`src/rtl/tank_monitor_if.sv`:
```
// -----------------------------------------------------------------------------
// tank_monitor_if
// Valid/ready word stream carrying captured tank words toward a display or
// host interface.
//   word_valid : producer has a word at the head of its buffer
//   word_ready : consumer accepts the head word on this clk
//   word_data  : captured word, digit 0 in bit 0
//   word_index : minor-cycle index of word_data
// Modports: master (capture block side), slave (consumer side).
// -----------------------------------------------------------------------------
interface tank_monitor_if #(
   parameter int WORD_BITS = 36,
   parameter int IDX_W     = 4
);
   logic                 word_valid;
   logic                 word_ready;
   logic [WORD_BITS-1:0] word_data;
   logic [IDX_W-1:0]     word_index;

   modport master (output word_valid, output word_data, output word_index,
                   input  word_ready);
   modport slave  (input  word_valid, input  word_data, input  word_index,
                   output word_ready);
endinterface

```
`src/rtl/tank_monitor_capture.sv`:
```
// -----------------------------------------------------------------------------
// tank_monitor_capture
// Snapshots one major cycle of a selected mercury tank's serial monitor
// stream into parallel words and presents them, with their minor-cycle
// index, on a valid/ready stream. Runs in digit time (one clk per digit).
//
// Ports:
//   clk          digit-rate clock
//   rst_n        asynchronous active-low reset
//   monitor_in   serial monitor bits, one per tank, digit-aligned
//   d0           digit pulse 0, high one clk at the start of each minor cycle
//   major_start  high one clk with d0 of word 0 of each major cycle
//   req/req_tank capture request and tank number, sampled while idle
//   continuous   (only with MONITOR_CONTINUOUS_EN) back-to-back snapshots
//   busy         capture armed or in progress
//   word_if      master side of the output word stream (2-entry buffer)
//   done         one-clk pulse after the last word of a major cycle is pushed
//   overrun      sticky, a completed word was dropped on a full buffer
//
// Optional feature macro: MONITOR_CONTINUOUS_EN
//   When defined, the continuous input keeps the capture running into the
//   next major cycle without re-arming. When undefined, captures are
//   single-shot and the port does not exist.
// -----------------------------------------------------------------------------
module tank_monitor_capture #(
   parameter int NUM_TANKS  = 32,
   parameter int WORD_BITS  = 36,
   parameter int TANK_WORDS = 16
) (
   input  logic                 clk,
   input  logic                 rst_n,
   input  logic [NUM_TANKS-1:0] monitor_in,
   input  logic                 d0,
   input  logic                 major_start,
   input  logic                 req,
   input  logic [4:0]           req_tank,
`ifdef MONITOR_CONTINUOUS_EN
   input  logic                 continuous,
`endif
   output logic                 busy,
   tank_monitor_if.master       word_if,
   output logic                 done,
   output logic                 overrun
);

   localparam int BIT_W  = $clog2(WORD_BITS);
   localparam int WCNT_W = $clog2(TANK_WORDS);

   typedef enum logic [1:0] {
      S_IDLE    = 2'd0,
      S_ARM     = 2'd1,
      S_CAPTURE = 2'd2
   } state_t;

   state_t               state_q;
   logic [4:0]           tank_q;
   logic [BIT_W-1:0]     bit_cnt_q;
   logic [WCNT_W-1:0]    word_cnt_q;
   logic [WORD_BITS-1:0] shift_q;
   logic [WORD_BITS-1:0] shift_d;
   logic                 busy_q;
   logic                 done_q;
   logic                 overrun_q;

   logic [WORD_BITS-1:0] fifo_data_q [2];
   logic [WCNT_W-1:0]    fifo_idx_q  [2];
   logic                 wr_ptr_q;
   logic                 rd_ptr_q;
   logic [1:0]           count_q;
   logic [1:0]           count_d;

   logic                 sel_bit;
   logic                 req_ok;
   logic                 accept;
   logic [BIT_W-1:0]     bit_pos;
   logic                 word_done;
   logic                 last_word;
   logic                 pop;
   logic                 push_ok;
   logic                 drop;
   logic                 cont_en;

`ifdef MONITOR_CONTINUOUS_EN
   assign cont_en = continuous;
`else
   assign cont_en = 1'b0;
`endif

   assign sel_bit = monitor_in[tank_q];
   assign req_ok  = req && ({27'd0, req_tank} < 32'(NUM_TANKS));
   assign accept  = (state_q == S_IDLE) && req_ok;

   // d0 forces the digit position back to 0 so a slipped counter realigns
   // on the next minor cycle.
   always_comb begin
      bit_pos   = d0 ? '0 : bit_cnt_q;
      word_done = (state_q == S_CAPTURE) && (bit_pos == BIT_W'(WORD_BITS - 1));
      last_word = (word_cnt_q == WCNT_W'(TANK_WORDS - 1));
      shift_d   = shift_q;
      // Starting a new word clears leftovers so a resync never leaks bits
      // from the previous word.
      if (bit_pos == '0) begin
         shift_d = '0;
      end
      shift_d[bit_pos] = sel_bit;
   end

   always_ff @(posedge clk or negedge rst_n) begin
      if (!rst_n) begin
         state_q    <= S_IDLE;
         tank_q     <= '0;
         bit_cnt_q  <= '0;
         word_cnt_q <= '0;
         shift_q    <= '0;
         busy_q     <= 1'b0;
         done_q     <= 1'b0;
      end else begin
         done_q <= 1'b0;
         case (state_q)
            S_IDLE: begin
               if (req_ok) begin
                  tank_q  <= req_tank;
                  state_q <= S_ARM;
                  busy_q  <= 1'b1;
               end
            end
            S_ARM: begin
               // This clk carries digit 0 of word 0: it is the first bit.
               if (major_start && d0) begin
                  shift_q    <= shift_d;
                  bit_cnt_q  <= BIT_W'(1);
                  word_cnt_q <= '0;
                  state_q    <= S_CAPTURE;
               end
            end
            S_CAPTURE: begin
               shift_q <= shift_d;
               if (word_done) begin
                  bit_cnt_q  <= '0;
                  word_cnt_q <= word_cnt_q + WCNT_W'(1);
                  if (last_word) begin
                     done_q     <= 1'b1;
                     word_cnt_q <= '0;
                     if (!cont_en) begin
                        state_q <= S_IDLE;
                        busy_q  <= 1'b0;
                     end
                  end
               end else begin
                  bit_cnt_q <= bit_pos + BIT_W'(1);
               end
            end
            default: begin
               state_q <= S_IDLE;
               busy_q  <= 1'b0;
            end
         endcase
      end
   end

   // Output buffer: two entries; a push into a full buffer is only lost
   // when the head is not leaving on the same clk.
   assign pop     = (count_q != 2'd0) && word_if.word_ready;
   assign push_ok = word_done && ((count_q != 2'd2) || pop);
   assign drop    = word_done && (count_q == 2'd2) && !pop;

   always_comb begin
      count_d = count_q;
      if (push_ok && !pop) begin
         count_d = count_q + 2'd1;
      end else if (!push_ok && pop) begin
         count_d = count_q - 2'd1;
      end
   end

   always_ff @(posedge clk or negedge rst_n) begin
      if (!rst_n) begin
         for (int i = 0; i < 2; i++) begin
            fifo_data_q[i] <= '0;
            fifo_idx_q[i]  <= '0;
         end
         wr_ptr_q  <= 1'b0;
         rd_ptr_q  <= 1'b0;
         count_q   <= 2'd0;
         overrun_q <= 1'b0;
      end else begin
         count_q <= count_d;
         if (push_ok) begin
            fifo_data_q[wr_ptr_q] <= shift_d;
            fifo_idx_q[wr_ptr_q]  <= word_cnt_q;
            wr_ptr_q              <= ~wr_ptr_q;
         end
         if (pop) begin
            rd_ptr_q <= ~rd_ptr_q;
         end
         if (drop) begin
            overrun_q <= 1'b1;
         end else if (accept) begin
            overrun_q <= 1'b0;
         end
      end
   end

   assign word_if.word_valid = (count_q != 2'd0);
   assign word_if.word_data  = fifo_data_q[rd_ptr_q];
   assign word_if.word_index = fifo_idx_q[rd_ptr_q];
   assign busy               = busy_q;
   assign done               = done_q;
   assign overrun            = overrun_q;

endmodule

```
`src/flat_wrapper.sv`:
```
// flat-port wrapper written by rule: the top's interface ports become plain ports
module tank_monitor_capture_flat 
#(
   parameter int NUM_TANKS  = 32,
   parameter int WORD_BITS  = 36,
   parameter int TANK_WORDS = 16
)
  (clk, rst_n, monitor_in, d0, major_start, req, req_tank, busy, done, overrun, word_if_word_valid, word_if_word_data, word_if_word_index, word_if_word_ready);
  tank_monitor_if #(.WORD_BITS(WORD_BITS), .IDX_W(4)) word_if_i ();
  input  logic clk;
  input  logic rst_n;
  input  logic [NUM_TANKS-1:0] monitor_in;
  input  logic d0;
  input  logic major_start;
  input  logic req;
  input  logic [4:0] req_tank;
  output logic busy;
  output logic done;
  output logic overrun;
  output wire logic [$bits(word_if_i.word_valid)-1:0] word_if_word_valid;
  output wire logic [$bits(word_if_i.word_data)-1:0] word_if_word_data;
  output wire logic [$bits(word_if_i.word_index)-1:0] word_if_word_index;
  input wire logic [$bits(word_if_i.word_ready)-1:0] word_if_word_ready;
  assign word_if_word_valid = word_if_i.word_valid;
  assign word_if_word_data = word_if_i.word_data;
  assign word_if_word_index = word_if_i.word_index;
  assign word_if_i.word_ready = word_if_word_ready;
  tank_monitor_capture #(.NUM_TANKS(NUM_TANKS), .WORD_BITS(WORD_BITS), .TANK_WORDS(TANK_WORDS)) u_core (.clk(clk), .rst_n(rst_n), .monitor_in(monitor_in), .d0(d0), .major_start(major_start), .req(req), .req_tank(req_tank), .busy(busy), .word_if(word_if_i), .done(done), .overrun(overrun));
endmodule
```
`config.mk`:
```
export PLATFORM = sky130hd
export DESIGN_NAME = tank_monitor_capture_flat
export DESIGN_NICKNAME = d
export VERILOG_FILES = /design/src/rtl/tank_monitor_if.sv /design/src/rtl/tank_monitor_capture.sv /design/src/flat_wrapper.sv
export SDC_FILE = /design/constraint.sdc
export NUM_CORES = 1
export LEC_CHECK = 0
export CORE_AREA = 2 2 139 141
export CTS_BUF_LIST = sky130_fd_sc_hd__clkbuf_2
export CTS_CLUSTER_DIAMETER = 100
export DETAILED_ROUTE_END_ITERATION = 8
export DIE_AREA = 0 0 141 143
export PLACE_DENSITY = 0.61
export REMOVE_ABC_BUFFERS = 1
export SLEW_MARGIN = 20
export SYNTH_ARGS = -nofsm -noshare
export SYNTH_HDL_FRONTEND = slang
export SYNTH_SLANG_ARGS = --single-unit
```
`constraint.sdc`:
```
create_clock -name clk -period 2.8 [get_ports clk]
set_input_delay 0.56 -clock clk [delete_from_list [all_inputs] [get_ports clk]]
set_output_delay 0.56 -clock clk [all_outputs]
set_load 0.01 [all_outputs]
```
==> flow_summary.toml <==
[logic_synthesis]
synth_enable_flop_cells = 0
synth.lib_cells_used.distinct = 46
netlist.top_cell.by_area = "dfrtp_1"
synthFlopType = "dfrtp_1"
asyncSetResetFlopFracSynth_pct = 100
syn_area_um2 = 6820
netlist_instances = 677
synth_seq_cells = 140
synth_area_leaders = "dfrtp_1 51%, mux2_2 12%, o21ai_0 8.1%, nand2_1 6.5%, mux2i_1 3.5%"
synth_top_area_share_pct = 51.4
synth.yosys.warnings = 0
synth-seq-area-share_pct = 51.4
syn-mean-instance-area_um2 = 10.1

[sta]
final_critical_period_ns = 2.58
max_slew.worst_pin.slew_ns = 0.570
max_freq_mhz = 387
finalHoldWorstSlack_ns = 0.358
finalSetupViolations = 0
max_slew_headroom_at_the_worst_pin_pct = 62.0
final_min_period_over_clock_period_pct = 92.2
fin_tns_setup_ns = 0
worst_clk_skew_ns = 0.0159
timing_max_transition_violations_final = 0
timing.final.hold_violations = 0
rsz0062_at_grt = "no"

[grt]
grt_pass1_vias = 5171
grt_antenna_before_repair = 0
grt_util_all_layers_pct = 16.2
maximum_number_of_pins_on_one_net_before_global_route_repair = 60
grt_overflow_total = 0
grt_pass1_wl_mm = 26.0

[clock_network]
worst_setup_hold_path_clk_slew_ns = 0.20
root_buffer = "clkbuf_2"
cts_tree = "done"
clk_path_buf_depth = 2
cts_inserted_buffers = 17
h-tree-depth = 4
clock_insertion_delay_worst_skew_ns = 0.71
cts.sinks = 140

[setup_path]
endpoint_kind = "primary output"
ff2ff_setup_slack_ns = 0.60
worstRegToRegCells = 6
critPathSlowestCell = "dfrtp_2"
crit_type = "flip-flop to primary output"
required_ns = 2.24
crit_arrival_ns = 2.02
crit-reg2reg-launch = "u_core.bit_cnt_q[4]$_DFFE_PN0P_"
path_cells = "buf_12 -> mux2_2 -> dlygate4sd2_1"
critical_path.max_stage_delay_ns = 0.45
worstSetupStartpointType = "flip-flop"
critical_path_peak_fanout = 20
worst_r2r_dst = "u_core.count_q[1]$_DFFE_PN0P_"

[cells_and_area]
final_common_cell = "dfrtp_1"
num_antenna_cells = 0
layout_cell_share_with_drive_strength_beyond_1_pct = 19.1
utilization_pct = 45.0
nets = 807
layout.filler_cells = 1727
syn_to_final_growth_pct = 22.6
final_area_um2 = 8360
mostFrequentLayoutCells = "139 x dfrtp_1, 118 x nand2_1, 110 x o21ai_0, 73 x mux2_2, 45 x clkdlybuf4s50_1"

[place]
area_post_placement_um2 = 8060
dp_hpwl_mm = 10.4
gpl.final_weighted_congestion = 0.755
port_buffers = 86

[power_and_ir_drop]
ir_drop_mv = 0.315
combinationalPowerShare_pct = 24.9
clock_power_share_pct = 29.5
pwr-share-seq_pct = 45.7
finalPower_w = 0.00502
power.leakage_nw = 3.91
switching_power_w = 0.00161
switching_share_pct = 32.2
total_power_divided_by_cell_area_nw_per_um2 = 600
cell_internal_pwr_w = 0.00340

[floorplan]
ios = 87
die_span_x_um = 141
start_util_pct = 36.7
dieArea_um2 = 20200
die-height_um = 143
rows = 50
core_area_um2 = 18600

[detailed_routing]
vias_per_cell = 5.19
dr.first_iter.drc_count = 304
aggregate_routed_wire_length_mm = 15.4
route.detailed.wl_per_inst_um = 15.3
detailedRoute.firstPassIterationCount = 5
route.antenna.remaining_nets = 0
post_route_drc = 0
dr_vias = 5223

[run_status]
status = "finished clean"

[worst_hold_path]
holdCritPathClass = "input port to async pin"

[job]
cap_violations = 0
==> critical path, delay by kind of cell, from the launching register on <==
family | cells | cell delay, ns
DFF | 1 | 0.45
muxes | 1 | 0.37
buffers and inverters | 2 | 0.48
==> power by group through the flow <==
stage / Combinational (W) / Clock, W / Sequential [W]
floorplan: 0.000735 / 0 / 0.00234
global placement: 0.00122 / 0 / 0.00232
detailed placement: 0.00125 / 0 / 0.00233
CTS: 0.00126 / 0.00153 / 0.00229
global route: 0.00140 / 0.00162 / 0.00232
finish: 0.00125 / 0.00148 / 0.00229
==> cell usage after synthesis, drive strengths merged (7+ instances only) <==
cell	number
a21oi	42
clkbuf	29
nand2	119
dfrtp	140
o31ai	9
mux2	74
nor2	7
buf	22
mux2i	24
nand2b	8
o21ai	130
nor2b	7
==> state kept, by name (all words and copies together) (netlist names), 2 cells and up <==
signal,count
u_core.fifo_idx_q,8
u_core.fifo_data_q,72
u_core.state_q,2
u_core.shift_q,36
u_core.count_q,2
u_core.bit_cnt_q,6
u_core.word_cnt_q,4
u_core.tank_q,5
==> kinds of logic after synthesis <==
| kind of cell | Yosys count | synth area share (%) |
|---|---|---|
| compound gates | 196 | 15.4 |
| simple gates | 177 | 12.5 |
| flops | 140 | 51.4 |
| mux | 98 | 15.7 |
| buf+inv | 56 | 3.49 |
| xor+xnor | 6 | 0.771 |
| fa+ha+maj | 4 | 0.734 |
==> metal layers <==
layer  GRT usage, %  vias up  wire [um]
met3           3.49       19        605
met2           26.7      113       7600
met5              0        -          0
met1           21.3     2541       6910
met4           5.42        0        238
li1               -     2550          -
==> cell type report <==
type	instances	area, um2	share of cell area [%]
sequential	140	3500	41.9
clock buffer	18	90.1	1.08
timing repair buffer	115	1130	13.5
clock inverter	14	224	2.68
tap	234	293	3.50
inverter	5	18.8	0.224
multi-input combinational	481	3100	37.1
==> worst max path at each step <==
stage	endpoint	cells after the start	slack, ns	start
5_1_grt	word_if_word_data[34]	3	0.10	u_core.rd_ptr_q$_DFFE_PN0P_
2_1_floorplan	u_core.fifo_data_q[39]$_DFFE_PN0P_	4	-0.37	d0
4_1_cts	word_if_word_data[34]	3	0.12	u_core.rd_ptr_q$_DFFE_PN0P_
3_3_place_gp	u_core.count_q[1]$_DFFE_PN0P_	8	0.06	d0
6_report	word_if_word_data[34]	3	0.22	u_core.rd_ptr_q$_DFFE_PN0P_
3_5_place_dp	u_core.count_q[1]$_DFFE_PN0P_	7	0.01	d0
==> what timing repair did <==
action                                  in CTS  in global routing
hold buffers                                 1                  0
endpoints found under the setup margin      40                  0
setup buffers                                0                  0
gates resized for setup                     46                  0
hold endpoints to repair                    57                  0
==> per-stage QoR <==
step	worst slack (ns)	instances
2_1_floorplan	-0.367	626
3_3_place_gp	0.0607	974
3_5_place_dp	0.0137	974
4_1_cts	0.123	1007
5_1_grt	0.100	1007
6_report	0.218	1007
No activity file was read; power rests on OpenSTA's default activity.
==> RTL edit 1 (same flow settings) <==
`WORD_BITS` is set to 36 in 3 places; all go to 18.
--- a/src/rtl/tank_monitor_if.sv
+++ b/src/rtl/tank_monitor_if.sv
@@ -11,3 +11,3 @@
 interface tank_monitor_if #(
-   parameter int WORD_BITS = 36,
+   parameter int WORD_BITS = 18,
    parameter int IDX_W     = 4
--- a/src/rtl/tank_monitor_capture.sv
+++ b/src/rtl/tank_monitor_capture.sv
@@ -26,3 +26,3 @@
    parameter int NUM_TANKS  = 32,
-   parameter int WORD_BITS  = 36,
+   parameter int WORD_BITS  = 18,
    parameter int TANK_WORDS = 16
--- a/src/flat_wrapper.sv
+++ b/src/flat_wrapper.sv
@@ -4,3 +4,3 @@
    parameter int NUM_TANKS  = 32,
-   parameter int WORD_BITS  = 36,
+   parameter int WORD_BITS  = 18,
    parameter int TANK_WORDS = 16
Interface: changed (resized word_if_word_data); port bits go from 87 to 69. The function was not compared with the original's and may differ.
==> RTL edit 1 against the unedited design <==
Maximum frequency grew 1.2%; sequential cell count shrank 56; wire length shrank 38%; worst setup slack gained 0.030 ns; global-route usage shrank 6.2 points; cell count shrank 26%; sequential power shrank 35%; total power shrank 30%; synthesized area shrank 37%; design area shrank 35%.
==> RTL edit 1: results (changes against the unedited design) <==
stage,metric,value,unit,change
run_status,status,"finished, final reports clean",,unchanged
timing,timing.slew.headroom,60.2,%,was 62.0%
cells_and_area,finalNetCount,560,,was 807
place,gp_congestion,0.788,,was 0.755
cells_and_area,fill_cells,1927,,"was 1,727"
worst_hold_path,hp-class,register to register,,was input port to async pin
cells_and_area,fin_area,5470,um^2,was 8360 um^2
place,place_ws,0.178,ns,was 0.0137 ns
synth,ys_top_cells_by_area,"dfrtp_1, mux2_2, nand2_1",,"was dfrtp_1, mux2_2, o21ai_0"
route,drtIter0Drc,118,,was 304
route,dr_wl_met2,4.41,mm,was 7.60 mm
route,wire_per_inst,12.8,um,was 15.3 um
grt,grt_pass1_wl,16.5,mm,was 26.0 mm
synth,ys_top_cells_by_count,"nand2_1, dfrtp_1, o21ai_0",,"was dfrtp_1, nand2_1, o21ai_0"
place,placed_cells,733,,was 974
critical_path,reg2reg_depth,5,,was 6
route,route.met3.wl,573,um,was 605 um
synth,synth_compound_area_share,15.4,%,about the same
synth,synth_adder_area_share,1.75,%,was 0.734%
critical_path,r2r_slack,0.81,ns,was 0.60 ns
grt,grt_util_met2,16.5,%,was 26.7%
critical_path,critPathMaxFanout,13,,was 20
grt,grt_use_met1,13.2,%,was 21.3%
clock_network,cts_buffers,9,,was 17
route,num_vias,3328,,"was 5,223"
synth,synthXorXnorAreaFrac,1.02,%,was 0.771%
clock_network,cts_resized,0,,was 46
timing,fin_hold_ws,0.493,ns,was 0.358 ns
synth,synth_area_per_cell,9.83,um^2,was 10.1 um^2
place,place_hpwl,7.16,mm,was 10.4 mm
route,vias_per_cell,4.44,,was 5.19
critical_path,reg2reg_from,u_core.bit_cnt_q[2],,was u_core.bit_cnt_q[4]
critical_path,r2r_end,u_core.fifo_data_q[18],,was u_core.count_q[1]
synth,yosysUniqueCellTypes,41,,was 46
clock_network,insertion_delay,0.55,ns,was 0.71 ns
critical_path,worstPathArrival,1.99,ns,was 2.02 ns
route,drt-met1-wl,4.50,mm,was 6.91 mm
synth,ys_seq_area_share,48.9,%,was 51.4%
pwr,p_leak,2.34,nW,was 3.91 nW
## RTL edit 1: cell types whose count changed after synthesis, sizes merged, moves of 4 or more
cell    unedited run  this run
mux2i             24        16
dfrtp            140        84
inv                5         9
nand2b             8         3
o31ai              9        25
o21ai            130        58
a21oi             42        18
clkbuf            29        14
nand3              5         9
buf               22        14
nand2            119        93
mux2              74        35
## RTL edit 1: worst max path at each step
| stage | start | end | slack, ns | depth (start not counted) |
|---|---|---|---|---|
| after floorplan | u_core.tank_q[1] | u_core.fifo_data_q[17] | -0.14 | 6 |
| after CTS | u_core.rd_ptr_q | word_if_word_data[16] | 0.18 | 3 |
| after global placement | d0 | u_core.fifo_data_q[18] | 0.19 | 6 |
| after detailed placement | d0 | u_core.fifo_data_q[18] | 0.18 | 6 |
| final | u_core.rd_ptr_q | word_if_word_data[9] | 0.25 | 3 |
| after global routing | u_core.rd_ptr_q | word_if_word_data[16] | 0.14 | 3 |
## RTL edit 1: area by class of cell
type	count	share of cell area, %
Timing Repair Buffer	91	16.3
Tap cell	234	5.35
Clock buffer	10	0.915
Clock inverter	5	1.56
Sequential cell	84	38.4
Inverter	9	0.618
Multi-Input combinational cell	316	36.8
## RTL edit 1: logic make-up (layout without fill, tap and decap cells)
logic type	count (synthesis)	count (layout)
compound gates	113	113
flops	84	84
mux	51	51
buf+inv	37	115
fa+ha+maj	6	6
xor+xnor	5	5
simple gates	141	141
## RTL edit 1: timing repair
item                       4_1_cts  5_1_grt
hold endpoints to repair        43        0
hold buffers                     1        0
setup endpoints to repair        0        0
## RTL edit 1: power breakdown
group          internal, mW  switching [mW]  leakage [nW]
logic                 0.554           0.740          1.12
registers              1.34           0.132          1.14
clock network         0.301           0.426        0.0790
total                  2.20            1.30          2.34
==> RTL edit 2 (same flow settings) <==
Without the edit above. Encoding of `state_t`: now one-hot (3 bits for 3 states).
--- a/src/rtl/tank_monitor_capture.sv
+++ b/src/rtl/tank_monitor_capture.sv
@@ -48,6 +48,6 @@
 
-   typedef enum logic [1:0] {
-      S_IDLE    = 2'd0,
-      S_ARM     = 2'd1,
-      S_CAPTURE = 2'd2
+   typedef enum logic [2:0] {
+      S_IDLE    = 3'b001,
+      S_ARM     = 3'b010,
+      S_CAPTURE = 3'b100
    } state_t;
Check against the original RTL: same outputs for any inputs over 10 cycles, from zero or initial values and one cycle with rst_n low; not proved beyond that.
==> RTL edit 2 against the unedited design <==
Worst setup slack got worse by 0.11 ns; first-iteration DRC count fell by 13%; clock skew rose by 0.019 ns; critical path depth grew 1; synthesized area grew 2.2%; design area increased by 2.3%; sequential cell count up 1; cell count increased by 5.1%; maximum frequency is 4.1% lower; wire length increased by 4.3%; critical path type unchanged.
Power is not compared: it rests on default switching activity, and its combinational part moved more than twofold at a synthesized area within 25%.
==> RTL edit 2: results (changes against the unedited design) <==
stage,metric,value,unit,change
synth,ys_top_cells_by_count,"nand2_1, dfrtp_1, o21ai_0",,"was dfrtp_1, nand2_1, o21ai_0"
cells_and_area,fill_cells,1762,,"was 1,727"
clock_network,cts-root-buf,clkbuf_2,,unchanged
run_status,status,"finished, final reports clean",,unchanged
place,dpl_cell_area,8260,um^2,was 8060 um^2
synth,async_reset_ff_share,100,%,unchanged
clock_network,cts_resized,42,,was 46
place,io_buffer_count,86,,unchanged
cells_and_area,drive_gt1_share,18.5,%,was 19.1%
cells_and_area,top_regs,"u_core.fifo_data_q x72, u_core.shift_q x36, u_core.fifo_idx_q x8",,unchanged
place,place_hpwl,10.8,mm,was 10.4 mm
pwr,max-vdd-ir-drop,0.239,mV,
grt,grt_max_degree,69,,was 60
critical_path,critPathMaxFanout,16,,was 20
critical_path,r2r_end,u_core.shift_q[14],,was u_core.count_q[1]
synth,synthFlopType,dfrtp_1,,unchanged
timing,post-route-period-util,96.1,%,was 92.2%
clock_network,hold_buffers,1,,unchanged
cells_and_area,finalNetCount,857,,was 807
critical_path,reg2reg_depth,6,,unchanged
route,routed_wl,16.0,mm,was 15.4 mm
grt,antenna_found_initial,1,,was 0
critical_path,r2r_slack,0.53,ns,was 0.60 ns
route,first_pass_iters,5,,unchanged
worst_hold_path,hp-class,input port to async pin,,unchanged
clock_network,post_cts_buffers,4,,was 0
critical_path,slowest_stage,dfrtp_4,,was dfrtp_2
clock_network,cts_buffer_depth,2,,unchanged
place,placed_cells,1020,,was 974
synth,syn_inst,716,,was 677
pwr,power.internal,2.76,mW,
critical_path,critical_path.max_stage_delay,0.57,ns,was 0.45 ns
place,place_ws,0.0159,ns,was 0.0137 ns
synth,yosysUniqueCellTypes,49,,was 46
critical_path,worstPathArrival,2.13,ns,was 2.02 ns
route,drtIter0Drc,265,,was 304
synth,ys_seq_area_share,50.7,%,was 51.4%
grt,grt_usage,17.2,%,was 16.2%
clock_network,insertion_delay,0.77,ns,was 0.71 ns
place,gp_congestion,0.810,,was 0.755
critical_path,reg2reg_from,u_core.tank_q[1],,was u_core.bit_cnt_q[4]
timing,timing.slew.headroom,41.8,%,was 62.0%
clock_network,clk_pin_slew,0.21,ns,
synth,yosysWarnings,0,,unchanged
critical_path,crit_family,flip-flops,,was buffers and inverters
critical_path,startpoint,u_core.rd_ptr_q,,unchanged
synth,ys_top_cells_by_area,"dfrtp_1, o21ai_0, nand2_1",,"was dfrtp_1, mux2_2, o21ai_0"
timing,skew,0.0352,ns,was 0.0159 ns
critical_path,crit_end,word_if_word_data[22],,was word_if_word_data[34]
timing,fin_hold_ws,0.350,ns,was 0.358 ns
route,wire_per_inst,15.1,um,was 15.3 um
grt,grt_pass1_wl,27.5,mm,was 26.0 mm
route,num_vias,5348,,"was 5,223"
-- RTL edit 2: cell types whose count changed in the layout (fill, tap and decap cells not counted), moves of 10 or more --
cell and delta:
nand2_1 +33, mux2_2 -23, buf_4 +16, nand3_1 +14, o21ai_1 -11, dlygate4sd2_1 -10
mux2_4 +10
-- RTL edit 2: layer usage --
| layer | up-vias | part of all wire, % | track usage, % |
|---|---|---|---|
| met5 | - | 0 | 0 |
| met4 | 0 | 1.6 | 5.26 |
| met3 | 22 | 5.6 | 5.67 |
| met2 | 117 | 44 | 26.4 |
| met1 | 2523 | 49 | 23.3 |
| li1 | 2686 | - | - |
-- RTL edit 2: area by class of cell --
class                           instances  area (um^2)  share of cell area, %
Sequential cell                       141         3530                   41.3
Multi-Input combinational cell        517         3200                   37.4
Timing Repair Buffer                  130         1230                   14.4
Tap cell                              234          293                   3.42
Clock inverter                         15          196                   2.30
Clock buffer                           17         85.1                  0.995
Inverter                                3         11.3                  0.132
Antenna cell                            1         2.50                 0.0293
-- RTL edit 2: cells by family (layout without fill, tap and decap cells) --
| family | after synthesis | after routing | synth area share (%) |
|---|---|---|---|
| AND/OR/NAND/NOR | 226 | 226 | 15.2 |
| buffers and inverters | 58 | 165 | 3.63 |
| multiplexers | 85 | 85 | 13.8 |
| AO/OA/AOI/OAI | 194 | 194 | 14.9 |
| XOR/XNOR | 8 | 8 | 1.01 |
| adder cells (fa/ha/maj) | 4 | 4 | 0.719 |
| other | 0 | 1 | 0 |
| flip-flops | 141 | 141 | 50.7 |
-- RTL edit 2: power groups by stage --
stage,clock network (mW),registers (mW),logic [mW]
floorplan,0,2.10,0.109
global placement,0,2.11,0.276
detailed placement,0,2.11,0.279
CTS,1.40,2.08,0.280
global route,1.50,2.08,0.313
finish,1.36,2.08,0.276
